--- src/rtl/clock_display_scanner.sv ---
// Six-digit multiplexed 7-segment scanner for the BCD time-of-day bus.
// Captures a coherent snapshot once per frame and scans it out slot by slot.
module clock_display_scanner #(
  parameter int SCAN_DIV = 1000,
  parameter int GAP      = 2,
  parameter int BLANK_LZ = 1
) (
  input  logic       clk,
  input  logic       reset,
  input  logic [3:0] h2,
  input  logic [1:0] h1,
  input  logic [3:0] m2,
  input  logic [2:0] m1,
  input  logic [3:0] s2,
  input  logic [2:0] s1,
  output logic [6:0] seg,
  output logic [5:0] an,
  output logic       frame_start
);

  localparam logic [15:0] CNT_LAST = 16'(SCAN_DIV - 1);
  localparam logic [15:0] CNT_GAP  = 16'(GAP);
  localparam logic [6:0]  SEG_DASH = 7'h40;

  logic [15:0] cnt;
  logic [2:0]  idx;
  logic        tick;
  logic        frame_end;

  logic [3:0] snap_h2;
  logic [1:0] snap_h1;
  logic [3:0] snap_m2;
  logic [2:0] snap_m1;
  logic [3:0] snap_s2;
  logic [2:0] snap_s1;

  logic [3:0] digit;
  logic       dash;
  logic       blank;
  logic       hour_over;
  logic [6:0] seg_next;
  logic [5:0] an_next;

  assign tick      = (cnt == CNT_LAST);
  assign frame_end = tick && (idx == 3'd5);
  assign hour_over = (snap_h1 == 2'd2) && (snap_h2 > 4'd3);

  // Slot select and validity; a dash always wins over leading-zero blanking.
  always_comb begin
    digit = 4'd0;
    dash  = 1'b0;
    blank = 1'b0;
    case (idx)
      3'd0: begin
        digit = snap_s2;
        dash  = (snap_s2 > 4'd9);
      end
      3'd1: begin
        digit = {1'b0, snap_s1};
        dash  = (snap_s1 > 3'd5);
      end
      3'd2: begin
        digit = snap_m2;
        dash  = (snap_m2 > 4'd9);
      end
      3'd3: begin
        digit = {1'b0, snap_m1};
        dash  = (snap_m1 > 3'd5);
      end
      3'd4: begin
        digit = snap_h2;
        dash  = (snap_h2 > 4'd9) || hour_over;
      end
      3'd5: begin
        digit = {2'b00, snap_h1};
        dash  = (snap_h1 == 2'd3) || hour_over;
        blank = (BLANK_LZ != 0) && (snap_h1 == 2'd0);
      end
      default: begin
        digit = 4'd0;
        dash  = 1'b0;
        blank = 1'b0;
      end
    endcase
  end

  always_comb begin
    seg_next = 7'h00;
    if (dash) begin
      seg_next = SEG_DASH;
    end else if (!blank) begin
      case (digit)
        4'd0:    seg_next = 7'h3F;
        4'd1:    seg_next = 7'h06;
        4'd2:    seg_next = 7'h5B;
        4'd3:    seg_next = 7'h4F;
        4'd4:    seg_next = 7'h66;
        4'd5:    seg_next = 7'h6D;
        4'd6:    seg_next = 7'h7D;
        4'd7:    seg_next = 7'h07;
        4'd8:    seg_next = 7'h7F;
        4'd9:    seg_next = 7'h6F;
        default: seg_next = SEG_DASH;
      endcase
    end
  end

  // Enables stay off for the first GAP cycles of a slot to avoid ghosting.
  always_comb begin
    an_next = 6'b000000;
    if (cnt >= CNT_GAP) begin
      an_next = 6'b000001 << idx;
    end
  end

  always_ff @(posedge clk) begin
    if (reset) begin
      cnt         <= 16'd0;
      idx         <= 3'd0;
      snap_h2     <= 4'd0;
      snap_h1     <= 2'd0;
      snap_m2     <= 4'd0;
      snap_m1     <= 3'd0;
      snap_s2     <= 4'd0;
      snap_s1     <= 3'd0;
      seg         <= 7'h00;
      an          <= 6'b000000;
      frame_start <= 1'b0;
    end else begin
      cnt <= tick ? 16'd0 : cnt + 16'd1;
      if (tick) begin
        idx <= (idx == 3'd5) ? 3'd0 : idx + 3'd1;
      end
      // Inputs are only sampled at the frame boundary so a frame never tears.
      if (frame_end) begin
        snap_h2 <= h2;
        snap_h1 <= h1;
        snap_m2 <= m2;
        snap_m1 <= m1;
        snap_s2 <= s2;
        snap_s1 <= s1;
      end
      seg         <= seg_next;
      an          <= an_next;
      frame_start <= frame_end;
    end
  end

endmodule
--- config.mk ---
export PLATFORM = sky130hd
export DESIGN_NAME = clock_display_scanner
export DESIGN_NICKNAME = d
export VERILOG_FILES = /design/src/rtl/clock_display_scanner.sv
export SDC_FILE = /design/constraint.sdc
export NUM_CORES = 1
export LEC_CHECK = 0
export BUFFER_PORTS_ARGS = -buffer_cell sky130_fd_sc_hd__buf_2
export CAP_MARGIN = 30
export CELL_PAD_IN_SITES_DETAIL_PLACEMENT = 0
export CELL_PAD_IN_SITES_GLOBAL_PLACEMENT = 1
export CORE_MARGIN = 2
export CORE_UTILIZATION = 28
export CTS_CLUSTER_DIAMETER = 50
export DETAILED_ROUTE_END_ITERATION = 12
export GPL_ROUTABILITY_DRIVEN = 0
export GPL_TIMING_DRIVEN = 0
export PLACE_DENSITY = 0.54
export SETUP_SLACK_MARGIN = 0.3
export SLEW_MARGIN = 20
export SYNTH_ARGS = -nofsm -noshare
export SYNTH_HDL_FRONTEND = slang
export SYNTH_SLANG_ARGS = --single-unit
--- constraint.sdc ---
create_clock -name clk -period 5.35 [get_ports clk]
set_clock_uncertainty 0.05 [all_clocks]
set_input_delay 1.605 -clock clk [delete_from_list [all_inputs] [get_ports clk]]
set_output_delay 1.605 -clock clk [all_outputs]
set_load 0.01 [all_outputs]
==> results.json, run 1 <==
{
  "grt-ovfl-total": 0,
  "placed_area_um2": 2960,
  "dp_slack_ns": 2.02,
  "async_flop_share": 0,
  "grt_pass1_vias": 2109,
  "synth_flop_cell": "dfxtp_1",
  "wirelength_mm": 6.27,
  "timing.setup.tns_ns": 0,
  "synth_seq_area_share": 0.400,
  "antenna_found_initial": 0,
  "slew_headroom": 0.514,
  "cp.required_ns": 5.51,
  "drc": 0,
  "grt_max_degree": 17,
  "seqCellArea_um2": 1060,
  "layout.nets": 374,
  "criticalPathCategory": "reg2reg",
  "status": "complete, no violations",
  "leakagePower_nw": 1.13,
  "powerDensity_nw_per_um2": 234,
  "syn_area_per_cell_um2": 8.78,
  "die_h_um": 101,
  "yosys_warnings": 0,
  "worst-path-max-fanout": 10,
  "grt_first_pass_wirelength_mm": 10.6,
  "clk_pin_slew_ns": 0.10,
  "reg2reg_setup_slack_ns": 1.96,
  "vias": 2191,
  "cts_setup_buffers": 0,
  "cts_buffer_depth": 2,
  "fmax_ghz": 0.295,
  "dieArea_um2": 10300,
  "fillers": 1004,
  "synthesis.instances": 302,
  "drive_gt1_frac": 0.279,
  "rsz0062_at_grt": "false",
  "io_pins": 36,
  "cts_tree": "built",
  "dp_hpwl_mm": 4.79,
  "fin_crit_ns": 3.39,
  "setup_slack_ns": 1.96,
  "avgRoutedWirePerCell_um": 13.8,
  "maxCapViolations": 0,
  "hold_violations": 0,
  "cp-end-kind": "flip-flop",
  "h-tree-depth": 2,
  "cts_root_buffer": "clkbuf_8",
  "netlist_top_cells_area": "dfxtp_1 (40%), a21oi_2 (6.6%), nand2_1 (4.8%)",
  "slew_violations": 0,
  "num_rows": 35,
  "initial_core_util": 0.288,
  "avgViaCountPerCell": 4.82,
  "cts.sinks": 53,
  "worstSetupStartpointType": "flip-flop",
  "ys_seq_elements": 53,
  "grtUsageTotal": 0.131,
  "drtAntennaViolNets": 0,
  "syn_nets": 333,
  "multi_input_area_um2": 1450,
  "drt_iter0_markers": 107,
  "antenna_cells": 0,
  "tritoncts.num_buffers": 5,
  "synth-edff-count": 0,
  "cts-hold-fix-buffers": 0,
  "setup_viol": 0,
  "design_area_um2": 3080,
  "synth_area_um2": 2650,
  "power_mw": 0.722,
  "synth_top_cell_by_area": "dfxtp_1",
  "core_area_um2": 9200,
  "post_cts_resized": 0,
  "port_buffers": 34,
  "peakVddDrop_v": 0.0000877,
  "final_min_period_over_clock_period": 0.633,
  "first_pass_iters": 4,
  "synth_top_area_frac": 0.400,
  "die_w_um": 101,
  "area_growth_pct": 16.2,
  "synth.distinct_cells": 51,
  "worst_pin_slew_ns": 0.729,
  "arrival_ns": 3.54,
  "hp-class": "reg2reg",
  "clk_latency_ns": 0.31,
  "utilization": 0.335
}
[Yosys cell counts (3+ instances only)]
| cell | instances |
|---|---|
| nand4_1 | 5 |
| a21oi_1 | 7 |
| a21oi_2 | 20 |
| clkbuf_1 | 10 |
| nor2_1 | 31 |
| inv_1 | 7 |
| dfxtp_1 | 53 |
| mux2i_1 | 4 |
| nand2_2 | 20 |
| ha_1 | 9 |
| and3_1 | 9 |
| nor4_1 | 10 |
| nand3_1 | 9 |
| nor3_1 | 3 |
| xor2_1 | 8 |
| nand2_1 | 34 |
| o21ai_0 | 10 |
| and2_1 | 5 |
| xnor2_1 | 7 |
[through the flow]
stage	std cells	hold slack, ns
after CTS	455	0.425
final	455	0.419
after floorplan	302	0.380
after global placement	447	0.399
after global routing	455	0.460
after detailed placement	447	0.406
[registers in the layout, summed over array words and instances (netlist names)]
name / cells
cnt: 16
seg: 7
an: 6
snap_h2: 4
snap_m2: 4
snap_s2: 4
idx: 3
snap_m1: 3
snap_s1: 3
snap_h1: 2
frame_start: 1
[per-layer routing]
| layer | GRT usage | vias to the layer above | wire length (um) |
|---|---|---|---|
| met2 | 0.206 | 59 | 2820 |
| met3 | 0.0276 | 7 | 277 |
| met4 | 0.0405 | 0 | 98 |
| li1 | - | 1123 | - |
| met5 | 0 | - | 0 |
| met1 | 0.180 | 1002 | 3080 |
[layout make-up]
cell class	count	area share
Buffer	18	0.0361
Timing Repair Buffer	34	0.0552
Clock inverter	2	0.0122
Multi-Input combinational cell	224	0.472
Sequential cell	53	0.344
Tap cell	111	0.0451
Inverter	7	0.00853
Clock buffer	6	0.0268
[worst max-delay path, cell delays in order, from the launching register on]
cell	delay [ns]
dfxtp_1	0.38
clkbuf_1	0.38
buf_1	0.40
and2_1	0.22
ha_1	0.23
and2_1	0.21
o21ai_0	0.10
a21oi_1	0.38
inv_1	0.15
ha_1	0.32
o21ai_0	0.08
mux2i_1	0.09
nor4_1	0.29
[layout by cell type (no fill, tap or decap), drive strengths merged, types with 3 or more instances in the layout]
cell    synthesis  final
nand3           9      9
ha              9      9
inv             7      7
xor2            8      8
dfxtp          53     53
nand2          54     54
nand4           5      5
clkbuf         12     18
nor2           31     31
mux2i           4      4
and3            9      9
xnor2           7      7
o21ai          10     10
and2            6      6
nor4           11     11
a21oi          27     27
nor3            3      3
buf             6     40
[report_power, final]
| part | internal [mW] | switching [mW] |
|---|---|---|
| Clock | 0.152 | 0.135 |
| Sequential | 0.400 | 0.00226 |
| Combinational | 0.0139 | 0.0191 |
| Total | 0.566 | 0.156 |
[cell families (layout without fill, tap and decap cells)]
kind of cell	count (synthesis)	after routing	synth area share
simple gates	140	140	0.277
compound gates	54	54	0.151
flops	53	53	0.400
buf+inv	25	67	0.0519
xor+xnor	15	15	0.0495
fa+ha+maj	9	9	0.0425
mux	6	6	0.0278
[final timing paths]
path                                  end  cells past startpoint                     from
setup / recovery        seg[3]$_SDFF_PP0_                     12      idx[0]$_SDFFE_PP0N_
hold / removal    snap_s1[0]$_SDFFE_PP0P_                      2  snap_s1[0]$_SDFFE_PP0P_
setup reg to reg        seg[3]$_SDFF_PP0_                     12      idx[0]$_SDFFE_PP0N_
hold reg to reg   snap_s1[0]$_SDFFE_PP0P_                      2  snap_s1[0]$_SDFFE_PP0P_
No activity file was read; power rests on OpenSTA's default activity.
==> run 2: changes to the inputs <==
--- a/config.mk
+++ b/config.mk
@@ -15,7 +15,7 @@
 export DETAILED_ROUTE_END_ITERATION = 12
 export GPL_ROUTABILITY_DRIVEN = 0
 export GPL_TIMING_DRIVEN = 0
-export PLACE_DENSITY = 0.54
+export PLACE_DENSITY = 0.56
 export SETUP_SLACK_MARGIN = 0.3
 export SLEW_MARGIN = 20
 export SYNTH_ARGS = -nofsm -noshare
==> constraint.sdc (replaced) <==
create_clock -name clk -period 2.9 [get_ports clk]
set_clock_uncertainty 0.05 [all_clocks]
set_input_delay 0.87 -clock clk [delete_from_list [all_inputs] [get_ports clk]]
set_output_delay 0.87 -clock clk [all_outputs]
set_load 0.01 [all_outputs]
==> run 2 against run 1 <==
Maximum frequency is 36% higher; die area stayed put; cell area is 5.1% higher; flip-flop and latch count stayed put; combinational power is 85% higher; sequential share of layout area is 1.5 points lower; first-iteration DRC count is 12% lower; setup slack worse by 1.6 ns; critical path depth is 1 higher; via count is 0.23% higher; largest power group unchanged; total power is 85% higher; sequential power is 84% higher.
==> results.json, run 2 (synthesis gave the netlist of run 1 again) <==
{
  "status": "complete, no violations",
  "dieArea_um2": 10300,
  "die_w_um": 101,
  "cp_num_buf_inv": 5,
  "vias": 2196,
  "rsz0062_at_grt": "false",
  "final_min_period_over_clock_period": 0.859,
  "drt_iter0_markers": 94,
  "cp.required_ns": 3.07,
  "largest_reg_flops": 16,
  "p_int_mw": 1.04,
  "hold_path_depth": 2,
  "num_rows": 35,
  "avgViaCountPerCell": 4.75,
  "cp-end-kind": "flip-flop",
  "clk_latency_ns": 0.31,
  "grtUsageTotal": 0.132,
  "setup_slack_ns": 0.409,
  "h-tree-depth": 2,
  "drtAntennaViolNets": 0,
  "power_frac_seq": 0.556,
  "port_buffers": 34,
  "setup_viol": 0,
  "dp_slack_ns": -0.154,
  "antenna_found_initial": 0,
  "clkPwrFrac": 0.398,
  "io_pins": 36,
  "power.switching_mw": 0.287,
  "switching_share": 0.216,
  "maxCapViolations": 0,
  "criticalPathCategory": "reg2reg",
  "arrival_ns": 2.66,
  "area_growth_pct": 22.1,
  "hold_slack_ns": 0.419,
  "dp_hpwl_mm": 4.73,
  "cts_tree": "built",
  "grt-ovfl-total": 0,
  "final_common_cell": "dfxtp_1",
  "grt_first_pass_wirelength_mm": 10.6,
  "timing.setup.tns_ns": 0,
  "cts.sinks": 53,
  "fin_crit_ns": 2.49,
  "drc": 0,
  "slew_violations": 0,
  "layout.nets": 381,
  "largestRegisters": "cnt x16, seg x7, an x6",
  "hp-class": "reg2reg",
  "regMostFlops": "cnt",
  "most-common-layout-cells": "dfxtp_1 (50), nand2_1 (34), buf_2 (34), nor2_1 (31), a21oi_2 (21)",
  "antenna_cells": 0,
  "peakVddDrop_v": 0.000192,
  "worstSetupStartpointType": "flip-flop",
  "initial_core_util": 0.288,
  "fmax_ghz": 0.401,
  "tritoncts.num_buffers": 5,
  "wirelength_mm": 6.41,
  "clk_pin_slew_ns": 0.10,
  "grt_max_degree": 16,
  "powerDensity_nw_per_um2": 411,
  "drive_gt1_frac": 0.339,
  "first_pass_iters": 4,
  "worst_pin_slew_ns": 0.753,
  "crit_path_cell_trace": "buf_8 > buf_6 > inv_1 > buf_6 > ha_4 > a32o_2 > o31ai_4 > o21ai_2 > inv_2 > ha_1 > a21oi_1 > or3_1 > a311oi_1",
  "place_inst": 447,
  "crit_cells": 13,
  "cp_common_cell": "buf_6",
  "leakagePower_nw": 1.22,
  "avgRoutedWirePerCell_um": 13.9,
  "critPathMaxStageDelay_ns": 0.34,
  "worst_r2r_path_depth": 13,
  "placed_area_um2": 2970,
  "core_area_um2": 9200,
  "slew_headroom": 0.498,
  "die_h_um": 101,
  "worst-path-max-fanout": 10,
  "hold_violations": 0,
  "cts_buffer_depth": 2,
  "design_area_um2": 3240,
  "final_cells": 462,
  "grt_pass1_vias": 2082,
  "cts_root_buffer": "clkbuf_8",
  "crit_slowest_cell": "dfxtp_2",
  "combPwrFrac": 0.046,
  "cp_top_family": "compound AO/OA/AOI/OAI gates"
}
run 2: cell types whose count changed in the layout (fill, tap and decap cells not counted), moves of 2 or more:
cell,delta
buf_6,+2
buf_8,+3
and2_4,+2
clkbuf_1,-2
and2_1,-2
buf_4,+6
dfxtp_1,-3
dfxtp_2,+3
run 2: repair_timing:
action | 4_1_cts | 5_1_grt
gates resized for setup | 19 | 13
gates cloned | 0 | 0
hold buffers | 0 | 0
pin swaps | 4 | 5
setup endpoints to repair | 7 | 6
setup buffers | 5 | 2
run 2: metrics by stage:
stage / total power, mW / util
after floorplan: 0.790 / -
after global placement: 0.820 / 0.323
after detailed placement: 0.821 / 0.323
after CTS: 1.35 / 0.346
after global routing: 1.38 / 0.352
final: 1.33 / 0.352
run 2: layer usage:
layer	wire, um	global-route usage	share of wire
met4	114	0.0457	0.018
met5	0	0	0
met3	270	0.0290	0.042
met2	2910	0.210	0.45
met1	3120	0.177	0.49
run 2: area by class of cell:
class	instances	area [um^2]
clock inverters	1	30.0
plain buffers	18	159
multi-input cells	224	1510
repair buffers	41	223
fillers	980	5960
flip-flops and latches	53	1060
clock buffers	7	86.3
well taps	111	139
inverters	7	26.3
run 2: worst register-to-register path, delay by kind of cell (launching register included):
| family | cells | cell delay (ns) |
|---|---|---|
| fa+ha+maj | 2 | 0.32 |
| buf+inv | 5 | 0.49 |
| compound gates | 5 | 0.89 |
| simple gates | 1 | 0.31 |
| flops | 1 | 0.34 |
run 2: power groups by stage:
| stage | Sequential [mW] | Combinational, mW | Clock [mW] |
|---|---|---|---|
| 2_1_floorplan | 0.761 | 0.0287 | 0 |
| 3_3_place_gp | 0.758 | 0.0622 | 0 |
| 3_5_place_dp | 0.758 | 0.0626 | 0 |
| 4_1_cts | 0.741 | 0.0628 | 0.544 |
| 5_1_grt | 0.742 | 0.0693 | 0.572 |
| 6_report | 0.741 | 0.0612 | 0.530 |
run 2: path summary, 6_finish.rpt:
kind,from,slack [ns],endpoint
setup / recovery,idx[2]$_SDFFE_PP0N_,0.41,seg[4]$_SDFF_PP0_
hold / removal,snap_s1[0]$_SDFFE_PP0P_,0.42,snap_s1[0]$_SDFFE_PP0P_
setup reg to reg,idx[2]$_SDFFE_PP0N_,0.41,seg[4]$_SDFF_PP0_
hold reg to reg,snap_s1[0]$_SDFFE_PP0P_,0.42,snap_s1[0]$_SDFFE_PP0P_
==> run 3: changes to the inputs <==
--- a/config.mk
+++ b/config.mk
@@ -12,10 +12,11 @@
 export CORE_MARGIN = 2
 export CORE_UTILIZATION = 28
 export CTS_CLUSTER_DIAMETER = 50
+export CTS_CLUSTER_SIZE = 25
 export DETAILED_ROUTE_END_ITERATION = 12
 export GPL_ROUTABILITY_DRIVEN = 0
 export GPL_TIMING_DRIVEN = 0
-export PLACE_DENSITY = 0.56
+export PLACE_DENSITY = 0.67
 export SETUP_SLACK_MARGIN = 0.3
 export SLEW_MARGIN = 20
 export SYNTH_ARGS = -nofsm -noshare
==> constraint.sdc (replaced) <==
create_clock -name clk -period 2.9 [get_ports clk]
set_clock_uncertainty 0.05 [all_clocks]
set_input_delay 0.58 -clock clk [delete_from_list [all_inputs] [get_ports clk]]
set_output_delay 0.58 -clock clk [all_outputs]
set_load 0.01 [all_outputs]
==> run 3 against run 2 <==
Non-clock buffer count up 4; sequential share of layout area decreased by 0.50 points; via count rose by 2.6%; routed wire length fell by 3.3%; clock power hardly changed; core utilization rose by 0.54 points; total power barely moved; critical path depth decreased by 1; first-iteration DRC count rose by 22%; global-route usage down 0.87 points; cell area increased by 1.5%; die area is the same; highest routed layer unchanged.
==> results.json, run 3 (synthesis gave the netlist of run 1 again) <==
{
  "status": "complete, no violations",
  "port_buffers": 34,
  "powerDensity_nw_per_um2": 405,
  "drc": 0,
  "vias": 2253,
  "io_pins": 36,
  "drive_gt1_frac": 0.355,
  "cp-end-kind": "flip-flop",
  "initial_core_util": 0.288,
  "regToRegEndpoint": "seg[3]$_SDFF_PP0_",
  "cts_root_buffer": "clkbuf_8",
  "dieArea_um2": 10300,
  "regMostFlops": "cnt",
  "clk_latency_ns": 0.31,
  "cts-hold-fix-buffers": 0,
  "fin_crit_ns": 2.49,
  "switching_share": 0.216,
  "hold_slack_ns": 0.419,
  "hold_path_depth": 2,
  "r2r-start": "idx[0]$_SDFFE_PP0N_",
  "p_int_mw": 1.04,
  "final_common_cell": "dfxtp_1",
  "grt_pass1_vias": 2118,
  "setup_viol": 0,
  "rsz0062_at_grt": "false",
  "first_pass_iters": 4,
  "grt_first_pass_wirelength_mm": 10.1,
  "fmax_ghz": 0.402,
  "layout.nets": 385,
  "hp-class": "reg2reg",
  "dp_slack_ns": -0.154,
  "cp_common_cell": "ha_4",
  "final_min_period_over_clock_period": 0.857,
  "num_rows": 35,
  "leakagePower_nw": 1.24,
  "hold_end": "snap_s2[0]$_SDFFE_PP0P_",
  "worst_r2r_path_depth": 12,
  "combPwrFrac": 0.046,
  "largestRegisters": "cnt x16, seg x7, an x6",
  "wirelength_mm": 6.20,
  "grtUsageTotal": 0.123,
  "slew_headroom": 0.457,
  "peakVddDrop_v": 0.000140,
  "fillers": 953,
  "criticalPathCategory": "reg2reg",
  "drt_iter0_markers": 115,
  "cts_tree": "built",
  "antenna_cells": 0,
  "antenna_found_initial": 0,
  "avgRoutedWirePerCell_um": 13.3,
  "final_cells": 466,
  "die_h_um": 101,
  "cts.sinks": 53,
  "place_inst": 447,
  "worst-path-max-fanout": 10,
  "setup_slack_ns": 0.415,
  "tritoncts.num_buffers": 5,
  "area_growth_pct": 24.0,
  "cp_top_family": "compound AO/OA/AOI/OAI gates",
  "avgViaCountPerCell": 4.83,
  "reg2reg_setup_slack_ns": 0.41,
  "crit_slowest_cell": "dfxtp_2",
  "maxCapViolations": 0,
  "dp_hpwl_mm": 4.57,
  "min_from": "snap_s2[0]$_SDFFE_PP0P_",
  "cp.required_ns": 3.07,
  "arrival_ns": 2.66,
  "hold_violations": 0,
  "die_w_um": 101,
  "crit_path_cell_trace": "clkbuf_8 > buf_8 > and2_4 > ha_4 > a32o_2 > o31ai_4 > o21ai_2 > buf_6 > ha_4 > o21ai_1 > mux2i_1 > nor4_1",
  "cts_buffer_depth": 2,
  "h-tree-depth": 2,
  "power_frac_seq": 0.557,
  "power.switching_mw": 0.287,
  "critPathMaxStageDelay_ns": 0.33,
  "core_area_um2": 9200,
  "slew_violations": 0,
  "worstSetupStartpointType": "flip-flop",
  "cp_num_buf_inv": 3,
  "clkPwrFrac": 0.397,
  "most-common-layout-cells": "dfxtp_1 (50), nand2_1 (34), buf_2 (34), nor2_1 (31), a21oi_2 (21)",
  "drtAntennaViolNets": 0,
  "worst_pin_slew_ns": 0.814,
  "timing.setup.tns_ns": 0,
  "clk_pin_slew_ns": 0.10,
  "grt-ovfl-total": 0,
  "grt_max_degree": 17,
  "largest_reg_flops": 16,
  "power_mw": 1.33
}
==> run 3: worst max-delay path by stage <==
stage / start / to / slack [ns] / depth (start not counted)
final: idx[0]$_SDFFE_PP0N_ / seg[3]$_SDFF_PP0_ / 0.41 / 12
after global routing: idx[2]$_SDFFE_PP0N_ / seg[3]$_SDFF_PP0_ / 0.29 / 13
after CTS: idx[1]$_SDFFE_PP0N_ / seg[5]$_SDFF_PP0_ / 0.30 / 10
after detailed placement: idx[0]$_SDFFE_PP0N_ / seg[3]$_SDFF_PP0_ / -0.15 / 12
after global placement: idx[0]$_SDFFE_PP0N_ / seg[3]$_SDFF_PP0_ / -0.12 / 12
after floorplan: idx[2]$_SDFFE_PP0N_ / seg[4]$_SDFF_PP0_ / 0.33 / 13
==> run 3: worst register-to-register path, stage by stage, from the launching register on <==
cell	delay (ns)
dfxtp_2	0.33
clkbuf_8	0.16
buf_8	0.13
and2_4	0.14
ha_4	0.16
a32o_2	0.26
o31ai_4	0.27
o21ai_2	0.11
buf_6	0.14
ha_4	0.23
o21ai_1	0.07
mux2i_1	0.08
nor4_1	0.27
==> run 3: cell type report <==
type | count | area [um^2] | area share
Clock buffer | 6 | 82.6 | 0.0251
Inverter | 7 | 26.3 | 0.00799
Multi-Input combinational cell | 224 | 1530 | 0.465
Sequential cell | 53 | 1060 | 0.324
Tap cell | 111 | 139 | 0.0422
Buffer | 18 | 153 | 0.0464
Clock inverter | 2 | 37.5 | 0.0114
Timing Repair Buffer | 45 | 256 | 0.0780
==> run 3: repair_timing <==
| item | CTS | global route |
|---|---|---|
| hold endpoints to repair | 0 | 0 |
| setup endpoints to repair | 7 | 7 |
| setup buffers | 4 | 7 |
| pin swaps | 2 | 6 |
| resized for setup | 13 | 22 |
==> run 3: routing by layer <==
| layer | track usage | wire (um) | part of all wire | up-vias |
|---|---|---|---|---|
| met5 | 0 | 0 | 0 | - |
| met4 | 0.0478 | 113 | 0.018 | 0 |
| met3 | 0.0262 | 353 | 0.057 | 14 |
| met2 | 0.186 | 2660 | 0.43 | 73 |
| met1 | 0.172 | 3070 | 0.50 | 1018 |
| li1 | - | - | - | 1148 |
==> run 3: metrics by stage <==
stage	util	cell area, um^2
after floorplan	-	2660
after CTS	0.343	3160
after global routing	0.358	3290
final	0.358	3290
after detailed placement	0.323	2970
after global placement	0.323	2970
==> run 3: power by group through the flow <==
| stage | sequential, mW | clock [mW] | combinational, mW |
|---|---|---|---|
| final | 0.741 | 0.529 | 0.0614 |
| after global routing | 0.743 | 0.579 | 0.0686 |
| after CTS | 0.741 | 0.547 | 0.0625 |
| after detailed placement | 0.758 | 0 | 0.0622 |
| after global placement | 0.758 | 0 | 0.0612 |
| after floorplan | 0.761 | 0 | 0.0287 |
